### src/rtl/comb_sched.sv
// Shared (A - 7*B) datapath for NREQ requesters with a one-entry result register.
// Arbitration is fixed priority by default; defining COMB_SCHED_RR_EN selects round-robin.
module comb_sched #(
  parameter int NREQ = 4,
  parameter int NX   = 8
) (
  input  logic                 CLK,
  input  logic                 RST,
  input  logic [NREQ-1:0]      REQ_VALID,
  output logic [NREQ-1:0]      REQ_READY,
  input  logic [NREQ*NX-1:0]   REQ_A,
  input  logic [NREQ*NX-1:0]   REQ_B,
  output logic                 RES_VALID,
  input  logic                 RES_READY,
  output logic [$clog2(NREQ)-1:0] RES_ID,
  output logic [NX-1:0]        XOUT
);

  // state | meaning
  // EMPTY | result register holds nothing, RES_VALID low
  // FULL  | result register holds a result awaiting RES_READY

  localparam int IW = $clog2(NREQ);

  typedef enum logic {
    EMPTY = 1'b0,
    FULL  = 1'b1
  } state_t;

  state_t          state_q, state_d;
  logic [IW-1:0]   gnt_idx;
  logic            found;
  logic            slot_free;
  logic            grant;
  logic [NX-1:0]   a_sel, b_sel, b7, res;
  logic [IW-1:0]   id_q;
  logic [NX-1:0]   xout_q;

`ifdef COMB_SCHED_RR_EN
  logic [IW-1:0]   ptr_q;
`endif

  // Rotating search; idx carries one extra bit so the wrap compare works for any NREQ.
  always_comb begin : arb
    logic [IW:0] start;
    logic [IW:0] idx;
    found   = 1'b0;
    gnt_idx = '0;
    idx     = '0;
`ifdef COMB_SCHED_RR_EN
    start = {1'b0, ptr_q} + (IW+1)'(1);
`else
    start = '0;
`endif
    for (int k = 0; k < NREQ; k++) begin
      idx = start + (IW+1)'(k);
      if (idx >= (IW+1)'(NREQ)) idx = idx - (IW+1)'(NREQ);
      if (!found && REQ_VALID[idx[IW-1:0]]) begin
        found   = 1'b1;
        gnt_idx = idx[IW-1:0];
      end
    end
  end

  assign slot_free = (state_q == EMPTY) || RES_READY;
  assign grant     = slot_free && found && !RST;
  assign REQ_READY = grant ? (NREQ'(1) << gnt_idx) : '0;

  // 7*B as (B<<3)-B, both naturally truncated to NX bits.
  always_comb begin
    a_sel = REQ_A[gnt_idx*NX +: NX];
    b_sel = REQ_B[gnt_idx*NX +: NX];
    b7    = (b_sel << 3) - b_sel;
    res   = a_sel - b7;
  end

  always_ff @(posedge CLK) begin
    if (RST) state_q <= EMPTY;
    else     state_q <= state_d;
  end

  always_comb begin
    state_d = state_q;
    if (grant)
      state_d = FULL;
    else if (state_q == FULL && RES_READY)
      state_d = EMPTY;
  end

  always_ff @(posedge CLK) begin
    if (RST) begin
      xout_q <= '0;
      id_q   <= '0;
    end else if (grant) begin
      xout_q <= res;
      id_q   <= gnt_idx;
    end
  end

`ifdef COMB_SCHED_RR_EN
  // Reset to NREQ-1 so requester 0 is searched first.
  always_ff @(posedge CLK) begin
    if (RST)        ptr_q <= IW'(NREQ-1);
    else if (grant) ptr_q <= gnt_idx;
  end
`endif

  assign RES_VALID = (state_q == FULL);
  assign RES_ID    = id_q;
  assign XOUT      = xout_q;

endmodule
### config.mk
export PLATFORM = sky130hd
export DESIGN_NAME = comb_sched
export DESIGN_NICKNAME = d
export VERILOG_FILES = /design/src/rtl/comb_sched.sv
export SDC_FILE = /design/constraint.sdc
export NUM_CORES = 1
export LEC_CHECK = 0
export BUFFER_PORTS_ARGS = -buffer_cell sky130_fd_sc_hd__buf_2
export CORE_UTILIZATION = 25
export CTS_BUF_LIST = sky130_fd_sc_hd__clkbuf_4
export DETAILED_ROUTE_END_ITERATION = 8
export SKIP_CTS_REPAIR_TIMING = 1
export SYNTH_ARGS = -nofsm -noshare
export SYNTH_HDL_FRONTEND = slang
export SYNTH_SLANG_ARGS = --single-unit
### constraint.sdc
create_clock -name CLK -period 4.92 [get_ports CLK]
set_input_delay 0.984 -clock CLK [delete_from_list [all_inputs] [get_ports CLK]]
set_output_delay 0.984 -clock CLK [all_outputs]
set_load 0.05 [all_outputs]
==> impl_metrics.py <==
metrics = {
    "status": {
        "outcome": "completed",
    },
    "route": {
        "drc_errors": 0,
        "post_drt_wl_per_cell_um": 12.0,
        "ant_nets": 0,
        "dr.first_iter.drc_count": 78,
        "dr.pass1.iters": 4,
        "wl_um": 4110,
        "routed_via_density": 4.78,
        "vias": 1645,
    },
    "global_routing": {
        "grt_max_degree": 26,
        "grt_pass1_wl_um": 6910,
        "antenna_found_initial": 0,
        "grt_use_total_pct": 14.5,
        "grt_pass1_vias": 1558,
        "overflow": 0,
    },
    "die": {
        "die_width_um": 76.1,
        "dieArea_um2": 5790,
        "core_region_area_um2": 5200,
        "die_y_um": 76.1,
        "num_io_pins": 86,
        "rows": 26,
        "start_util_pct": 26.4,
    },
    "cts": {
        "cts_tree": "yes",
        "cts_buffer_depth": 2,
        "clkLatencyLatePin_ps": 270,
        "cts_buffers": 3,
        "clkTransAtPathRegs_ps": 70,
        "clockRootBuffer": "clkbuf_4",
        "clkSinkCount": 11,
        "cts_max_level": 1,
    },
    "sta": {
        "skew_ps": 3.19,
        "fmax_mhz": 256,
        "setup_viol": 0,
        "period_needed_ps": 3900,
        "fin_setup_tns_ps": 0,
        "relSlewSlack_pct": 60.7,
        "tightest_slew_ps": 589,
        "drv_slew": 0,
        "fin_crit_sh_pct": 79.3,
        "rsz0062_at_grt": "no",
        "hold_violations": 0,
    },
    "yosys": {
        "synth_area_leaders": "dfxtp_1 (16%), nand2_1 (8.8%), ha_1 (8.2%), fa_1 (5.8%), inv_1 (5.2%)",
        "syn-num-nets": 279,
        "ys_async_sr_fraction_pct": 0,
        "synth_area_per_cell_um2": 7.04,
        "synth_largest_area_cell": "dfxtp_1",
        "ys.warnings.count": 0,
        "synth_top_cell_area_share_pct": 16.0,
        "synth.distinct_cells": 43,
        "synth_seq_cells": 11,
        "synth_area_um2": 1370,
        "ys_seq_area_share_pct": 16.0,
        "synth_ff_type": "dfxtp_1",
        "synth_edf_count": 0,
        "syn_inst": 195,
    },
    "critical_path": {
        "timing.critical_path.cells": "buf_2, nor2b_1, o21bai_1, buf_4, nand2_1, nand3_1, o221ai_1, fa_1, inv_1, ha_1, a21oi_1, o21ai_0, a31o_2, nor4bb_1, a221o_1",
        "crit_fanout": 10,
        "crit_type": "in -> reg",
        "cp.arrival_ps": 4060,
        "crit_family": "compound AO/OA/AOI/OAI gates",
        "cp_slowest_cell": "fa_1",
        "slowest_delay_ps": 530,
        "cp.required_ps": 5080,
        "endpoint_kind": "flop",
        "critPathLaunchType": "input pin",
        "crit_buf_inv": 3,
    },
    "power_and_ir_drop": {
        "p_leak_nw": 0.950,
        "power_w": 0.000553,
        "pwr_density_cell_nw_per_um2": 295,
        "ir_drop_mv": 0.114,
    },
    "finish": {
        "postLayoutCoreUtil_pct": 36.0,
        "nFillCells": 581,
        "syn2layout_area_growth_pct": 36.6,
        "final_common_cell": "buf_2",
        "layout_common_cells": "buf_2 (85), nand2_1 (32), inv_1 (19)",
        "nets": 359,
        "post_route_cells_drive_above_1_share_pct": 35.0,
        "antenna_cells": 0,
    },
    "placement": {
        "dp_hpwl_um": 3460,
        "gp_congestion": 0.783,
        "io_buffer_count": 85,
    },
    "flow_run": {
        "drv_cap": 0,
    },
    "worst_hold_path": {
        "hold_path_class": "reg -> reg",
    },
}
## metrics by stage
step	setup slack [ps]	instance area, um2	hold slack (ps)	instances
after floorplan	997	1370	714	195
after global placement	804	1850	473	340
after detailed placement	709	1850	476	340
after CTS	997	1880	492	344
after global routing	666	1880	512	344
final	1020	1880	485	344
## power breakdown
group	switching [W]	internal, W	total (W)
logic	0.000225	0.000138	0.000363
clock network	0.0000301	0.0000369	0.0000670
registers	0.0000115	0.000112	0.000124
## synthesized netlist by cell type, drive strengths merged (2+ instances only)
master,n
nor3,5
fa,4
nor2,12
a31oi,2
ha,9
a221oi,3
nor3b,3
inv,19
o221ai,8
a21oi,13
o21bai,2
xor2,3
xnor2,4
o21ai,8
a21boi,2
clkbuf,9
o22ai,4
nand3b,7
nand2,32
nor2b,5
nand3,8
a211oi,2
dfxtp,11
buf,3
or2,2
o31ai,2
## cell type report
class | count | area [um2] | area share [%]
flip-flops and latches | 11 | 220 | 11.7
multi-input cells | 153 | 1030 | 54.7
repair buffers | 87 | 440 | 23.5
inverters | 19 | 71.3 | 3.80
well taps | 70 | 87.6 | 4.67
clock buffers | 4 | 30.0 | 1.60
## path summary, 6_finish.rpt
| path | endpoint | cells after the start | from | slack [ps] |
|---|---|---|---|---|
| hold / removal | XOUT[1] | 2 | XOUT[1] | 480 |
| hold reg to reg | XOUT[1] | 2 | XOUT[1] | 480 |
| setup / recovery | XOUT[7] | 15 | REQ_VALID[3] | 1020 |
| setup reg to reg | XOUT[7] | 6 | RES_VALID | 3510 |
## layer usage
layer	GRT usage, %	part of all wire, %	routed length, um	up-vias
met1	18.2	46	1880	740
met3	3.59	6.0	246	2
met5	0	0	0	-
li1	-	-	-	847
met2	25.2	48	1970	56
met4	2.69	0.49	20	0
## sequential cells by signal (all words and copies together) (netlist names)
| signal | cells |
|---|---|
| XOUT | 8 |
| RES_ID | 2 |
| RES_VALID | 1 |
## tightest hold or removal path: cells and delay by family (launching register included)
kind            cells  cell delay (ps)
flops               1              320
simple gates        1               70
compound gates      1               60
## logic make-up (layout without fill, tap and decap cells)
kind of cell,after synthesis,count (layout),synth area share (%)
buf+inv,31,110,9.21
simple gates,79,79,28.8
mux,1,1,0.729
compound gates,53,53,26.7
xor+xnor,7,7,4.47
flops,11,11,16.0
fa+ha+maj,13,13,14.0
Note: power is estimated with default switching activity, not from simulation.
